--- config.mk ---
export PLATFORM = sky130hd
export DESIGN_NAME = adder_scheduler
export DESIGN_NICKNAME = d
export VERILOG_FILES = /design/src/rtl/adder_sched_pkg.sv /design/src/rtl/prefix_add16.sv /design/src/rtl/adder_scheduler.sv
export SDC_FILE = /design/constraint.sdc
export NUM_CORES = 1
export LEC_CHECK = 0
export ABC_AREA = 0
export CAP_MARGIN = 20
export CORE_MARGIN = 2
export CORE_UTILIZATION = 47
export DETAILED_ROUTE_END_ITERATION = 8
export GPL_TIMING_DRIVEN = 0
export PLACE_DENSITY = 0.81
export SLEW_MARGIN = 20
export SYNTH_ARGS = -nofsm -noshare
export SYNTH_HDL_FRONTEND = slang
export SYNTH_SLANG_ARGS = --single-unit
--- constraint.sdc ---
create_clock -name clk -period 4.7 [get_ports clk]
set_input_delay 0.94 -clock clk [delete_from_list [all_inputs] [get_ports clk]]
set_output_delay 0.94 -clock clk [all_outputs]
set_load 0.02 [all_outputs]
--- src/rtl/adder_sched_pkg.sv ---
// Shared definitions for the adder scheduler: slice width, FSM state
// encoding, requester id type and the round-robin pick rule.
package adder_sched_pkg;

    localparam int SLICE_W = 16;

    typedef enum logic [1:0] {
        ST_IDLE = 2'd0,
        ST_LO   = 2'd1,
        ST_HI   = 2'd2,
        ST_DONE = 2'd3
    } state_e;

    typedef logic req_id_t;

    // Last-grant value after reset, so requester 0 wins the first tie.
    localparam req_id_t RESET_LAST_GRANT = 1'b1;

    function automatic req_id_t rr_pick(input logic v0, input logic v1, input req_id_t last);
        req_id_t pick;
        if (v0 && v1) begin
            pick = ~last;
        end else if (v1) begin
            pick = 1'b1;
        end else begin
            pick = 1'b0;
        end
        return pick;
    endfunction

endpackage

--- src/rtl/prefix_add16.sv ---
// Kogge-Stone parallel prefix adder slice with carry-in and carry-out.
// The carry-in is folded into bit 0 so every group generate already includes it.
module prefix_add16
    import adder_sched_pkg::*;
#(
    parameter int W = SLICE_W
) (
    input  logic [W-1:0] a,
    input  logic [W-1:0] b,
    input  logic         cin,
    output logic [W-1:0] sum,
    output logic         cout
);

    localparam int LVLS = $clog2(W);

    logic [W-1:0] g_lvl [LVLS+1];
    logic [W-1:0] p_lvl [LVLS];
    logic [W:0]   carry;

    always_comb begin
        g_lvl[0]    = a & b;
        p_lvl[0]    = a ^ b;
        g_lvl[0][0] = (a[0] & b[0]) | ((a[0] ^ b[0]) & cin);
        for (int l = 0; l < LVLS; l++) begin
            for (int i = 0; i < W; i++) begin
                if (i >= (1 << l)) begin
                    g_lvl[l+1][i] = g_lvl[l][i] | (p_lvl[l][i] & g_lvl[l][i - (1 << l)]);
                    if (l + 1 < LVLS) begin
                        p_lvl[l+1][i] = p_lvl[l][i] & p_lvl[l][i - (1 << l)];
                    end
                end else begin
                    g_lvl[l+1][i] = g_lvl[l][i];
                    if (l + 1 < LVLS) begin
                        p_lvl[l+1][i] = p_lvl[l][i];
                    end
                end
            end
        end
        carry = {g_lvl[LVLS], cin};
        sum   = p_lvl[0] ^ carry[W-1:0];
        cout  = carry[W];
    end

endmodule

--- src/rtl/adder_scheduler.sv ---
// Two-requester add scheduler: round-robin grant, then one shared 16-bit
// prefix adder slice computes the low pass and, for wide ops, the high pass.
module adder_scheduler
    import adder_sched_pkg::*;
#(
    parameter int SLICE_W = 16
) (
    input  logic                 clk,
    input  logic                 rst,

    input  logic                 req0_valid,
    output logic                 req0_ready,
    input  logic [2*SLICE_W-1:0] req0_a,
    input  logic [2*SLICE_W-1:0] req0_b,
    input  logic                 req0_wide,
    input  logic                 req0_cin,

    input  logic                 req1_valid,
    output logic                 req1_ready,
    input  logic [2*SLICE_W-1:0] req1_a,
    input  logic [2*SLICE_W-1:0] req1_b,
    input  logic                 req1_wide,
    input  logic                 req1_cin,

    output logic                 rsp_valid,
    input  logic                 rsp_ready,
    output logic                 rsp_id,
    output logic [2*SLICE_W-1:0] rsp_sum,
    output logic                 rsp_cout
);

    state_e                state;
    req_id_t               last_grant;
    req_id_t               grant_id;
    logic                  grant;

    logic [2*SLICE_W-1:0]  op_a;
    logic [2*SLICE_W-1:0]  op_b;
    logic                  op_wide;
    logic                  op_cin;
    logic                  lo_carry;

    logic [SLICE_W-1:0]    add_a;
    logic [SLICE_W-1:0]    add_b;
    logic                  add_cin;
    logic [SLICE_W-1:0]    add_sum;
    logic                  add_cout;

    // Readys are held low while rst is asserted even though state is already IDLE.
    always_comb begin
        grant_id   = rr_pick(req0_valid, req1_valid, last_grant);
        grant      = (state == ST_IDLE) && !rst && (req0_valid || req1_valid);
        req0_ready = grant && (grant_id == 1'b0);
        req1_ready = grant && (grant_id == 1'b1);
    end

    assign rsp_valid = (state == ST_DONE);

    // NOTE: every branch assigns every mux output, so no latch is inferred.
    always_comb begin
        if (state == ST_HI) begin
            add_a   = op_a[2*SLICE_W-1:SLICE_W];
            add_b   = op_b[2*SLICE_W-1:SLICE_W];
            add_cin = lo_carry;
        end else begin
            add_a   = op_a[SLICE_W-1:0];
            add_b   = op_b[SLICE_W-1:0];
            add_cin = op_cin;
        end
    end

    prefix_add16 #(
        .W   (SLICE_W)
    ) u_slice (
        .a   (add_a),
        .b   (add_b),
        .cin (add_cin),
        .sum (add_sum),
        .cout(add_cout)
    );

    // NOTE: non-blocking assignments so every register samples pre-edge values.
    always_ff @(posedge clk or posedge rst) begin
        if (rst) begin
            state      <= ST_IDLE;
            last_grant <= RESET_LAST_GRANT;
            op_a       <= '0;
            op_b       <= '0;
            op_wide    <= 1'b0;
            op_cin     <= 1'b0;
            lo_carry   <= 1'b0;
            rsp_id     <= 1'b0;
            rsp_sum    <= '0;
            rsp_cout   <= 1'b0;
        end else begin
            case (state)
                ST_IDLE: begin
                    if (grant) begin
                        op_a       <= grant_id ? req1_a    : req0_a;
                        op_b       <= grant_id ? req1_b    : req0_b;
                        op_wide    <= grant_id ? req1_wide : req0_wide;
                        op_cin     <= grant_id ? req1_cin  : req0_cin;
                        rsp_id     <= grant_id;
                        last_grant <= grant_id;
                        state      <= ST_LO;
                    end
                end
                ST_LO: begin
                    rsp_sum  <= {{SLICE_W{1'b0}}, add_sum};
                    rsp_cout <= add_cout;
                    lo_carry <= add_cout;
                    state    <= op_wide ? ST_HI : ST_DONE;
                end
                ST_HI: begin
                    rsp_sum[2*SLICE_W-1:SLICE_W] <= add_sum;
                    rsp_cout                     <= add_cout;
                    state                        <= ST_DONE;
                end
                ST_DONE: begin
                    if (rsp_ready) begin
                        state <= ST_IDLE;
                    end
                end
                default: state <= ST_IDLE;
            endcase
        end
    end

endmodule

==> metrics <==
Die Height 111 um; met3 GRT Util 0.0394; met1 Resource Use GR 0.326; fraction of registers with async set or reset after synthesis 1.00; peak supply drop 0.000376 V; count of final max-slew check failures 0; number of different library cells in the post-synthesis netlist 45; horizontal die dimension 111 um; predominant post-synthesis flop cell sky130_fd_sc_hd__dfrtp_1; global-route usage over all layers 0.258; fraction of power spent switching nets 0.427; first-pass GRT wire length 25200 um; share of the synthesized area in compound gates (AO/OA/AOI/OAI) 0.209; average cell area after synthesis 10.9 um2; number of global-route vias before repair 4925; Clock power frac 0.130; leading cell types by count after synthesis 103 x sky130_fd_sc_hd__dfrtp_1, 86 x sky130_fd_sc_hd__inv_1, 66 x sky130_fd_sc_hd__a222oi_1, 47 x sky130_fd_sc_hd__mux2_2, 27 x sky130_fd_sc_hd__clkbuf_1; synth warn 0; area growth from synthesis to layout 41.7%; Synth Area in XOR/XNOR 0.0179; Post-Route Setup TNS 0 ps; leakage power 0.00358 uW; Seq pwr share 0.271; number of clock sinks 104; Overflow after GRT 0; path type of the worst min-delay path reg2reg; data required time at the worst endpoint 3760 ps; Clk Latency, worst-skew pair 340 ps; busiest layer in global routing met2; power share of the combinational group 0.598; worst slack on hold paths 480 ps; maximum number of pins on one net before global-route repair 67; maximum level of the CTS H-tree 3; number of nets in the synthesized netlist 652; sequential fraction of the synthesis area 0.484; DRC errors left 0; shortest period the worst path allows 4360 ps; Yosys top cell area share 0.480; Setup-failing EPs final 0; TritonCTS Buffers 9; starting density of the core 0.477; Worst setup EP type output port; Yosys top cell by area sky130_fd_sc_hd__dfrtp_1; count of flip-flops with a built-in enable after synthesis 0; total number of nets in the final design 837; clock input transition at the sequential cells of the worst setup and hold paths 80 ps; cell area after technology mapping 5380 um2; routed wire length 15600 um; number of violations of the max-capacitance limit 0; M2 GR Usage 0.449; Int Pwr 3250 uW; unrepaired setup endpoints after global routing false; worst path arrival time 3420 ps; vias per std cell 5.82; share of layout cells above drive strength 1 0.114; gpl congestion 0.850; number of nets still failing antenna checks after routing 0; drt pass-1 iters 5; fillcell total 908; port bufs 173; routed via count 4813; Power Dens Cells 743 nW/um2; Design Area, Final 7620 um2; dominant cell by count in the synthesized netlist sky130_fd_sc_hd__dfrtp_1; status finished, final reports clean; WS Path Type in2out; area share of and/or/nand/nor cells after synthesis 0.0528; proportion of synthesized area in mux cells 0.0985; Placement Rows 39; number of buffers added for setup after CTS 0; Yosys reg bits 104; slack of the critical path 336 ps; main combinational cell family by area after synthesis compound AO/OA/AOI/OAI gates; buffers from clock root to sink, at most 2; worst slack at placement 348 ps; I/O Pins 174; overall die area 12300 um2; switching power total 2420 uW; hold violation total from the final report 0; initial antenna violation count 0; clock root buffer master sky130_fd_sc_hd__clkbuf_16; main area contributors after synthesis sky130_fd_sc_hd__dfrtp_1 48%, sky130_fd_sc_hd__a222oi_1 12%, sky130_fd_sc_hd__mux2_2 9.8%, sky130_fd_sc_hd__inv_1 6.0%, sky130_fd_sc_hd__ha_1 4.4%; cell area after placement 7320 um2; maximum fanout count along the critical path 10; worst-case clock skew 12.5 ps; area share of fa/ha/maj cells after synthesis 0.0517; CTS tree done; synthesized instance count 494; fin crit share 0.928; kind of launch point of the worst setup path input port; drt initial violations 461; WL/cell 18.9 um; cts repair resizes 0; CTS hold repair buffers 0; placeable core area 11300 um2; Post-DP HPWL 12200 um; timing-limited maximum frequency 229 MHz; slew of the pin with the lowest slew margin 664 ps; max-slew headroom at the worst pin 0.557; number of antenna repair diodes 0
==> stage by stage <==
step | power, uW | std cells | util
floorplan | 3810 | 494 | -
global placement | 4770 | 810 | 0.646
detailed placement | 4870 | 811 | 0.649
CTS | 5640 | 827 | 0.676
global route | 6060 | 827 | 0.676
finish | 5660 | 827 | 0.676
==> cells in the final DEF (no fill, tap or decap), types with 10 or more instances in the layout <==
cell	n
sky130_fd_sc_hd__clkdlybuf4s50_1	173
sky130_fd_sc_hd__dfrtp_1	103
sky130_fd_sc_hd__inv_1	85
sky130_fd_sc_hd__a222oi_1	66
sky130_fd_sc_hd__mux2_2	47
sky130_fd_sc_hd__clkbuf_1	26
sky130_fd_sc_hd__ha_1	19
sky130_fd_sc_hd__a21oi_1	12
sky130_fd_sc_hd__nand2_1	12
sky130_fd_sc_hd__nand3_1	11
sky130_fd_sc_hd__o21ai_0	11
sky130_fd_sc_hd__a21o_1	10
sky130_fd_sc_hd__nor2_1	10
==> per-layer routing <==
metal	vias to the layer above	part of all wire
met1	2351	0.42
met4	0	0.030
met2	228	0.48
met5	-	0
met3	31	0.067
li1	2203	-
==> worst max-delay path, cell delays in order <==
cell,delay [ps]
sky130_fd_sc_hd__clkdlybuf4s50_1,490
sky130_fd_sc_hd__nor2b_1,170
sky130_fd_sc_hd__o21ai_1,240
sky130_fd_sc_hd__a21oi_1,460
sky130_fd_sc_hd__clkbuf_1,430
sky130_fd_sc_hd__clkdlybuf4s50_1,700
==> registers in the layout (all words and copies together) (netlist names) <==
register / cells
last_grant: 1
lo_carry: 1
op_a: 32
op_b: 32
op_cin: 1
op_wide: 1
rsp_cout: 1
rsp_id: 1
rsp_sum: 32
state: 2
==> worst paths after layout <==
check / from / end / slack [ps] / cells past startpoint
worst max register to register: state[0] / lo_carry / 430 / 14
max in group asynchronous: rst / op_a[0] / 3070 / 3
worst min register to register: rsp_id / rsp_id / 480 / 1
worst max-delay path: rst / req0_ready / 340 / 6
worst min-delay path: rsp_id / rsp_id / 480 / 1
min in group asynchronous: rst / state[0] / 1000 / 2
==> area by class of cell <==
| type | instances | area [um2] | area share |
|---|---|---|---|
| well taps | 143 | 179 | 0.0235 |
| flip-flops and latches | 104 | 2600 | 0.342 |
| multi-input cells | 268 | 2310 | 0.303 |
| repair buffers | 174 | 1760 | 0.231 |
| clock buffers | 11 | 253 | 0.0332 |
| inverters | 87 | 332 | 0.0435 |
| clock inverters | 5 | 46.3 | 0.00608 |
| plain buffers | 35 | 138 | 0.0181 |
==> logic make-up after synthesis <==
kind of cell,after synthesis
AOI/OAI and AO/OA,133
muxes,47
xor gates and xnor gates,11
adders and majority gates,21
DFF,104
buffers and inverters,122
and+or+nand+nor,56
==> power by group through the flow <==
stage	sequential [uW]	clock, uW	combinational (uW)
after floorplan	1600	0	2210
after global placement	1530	0	3240
after detailed placement	1550	0	3320
after CTS	1540	750	3360
after global routing	1580	785	3700
final	1540	738	3390
No activity file was read; power rests on OpenSTA's default activity.
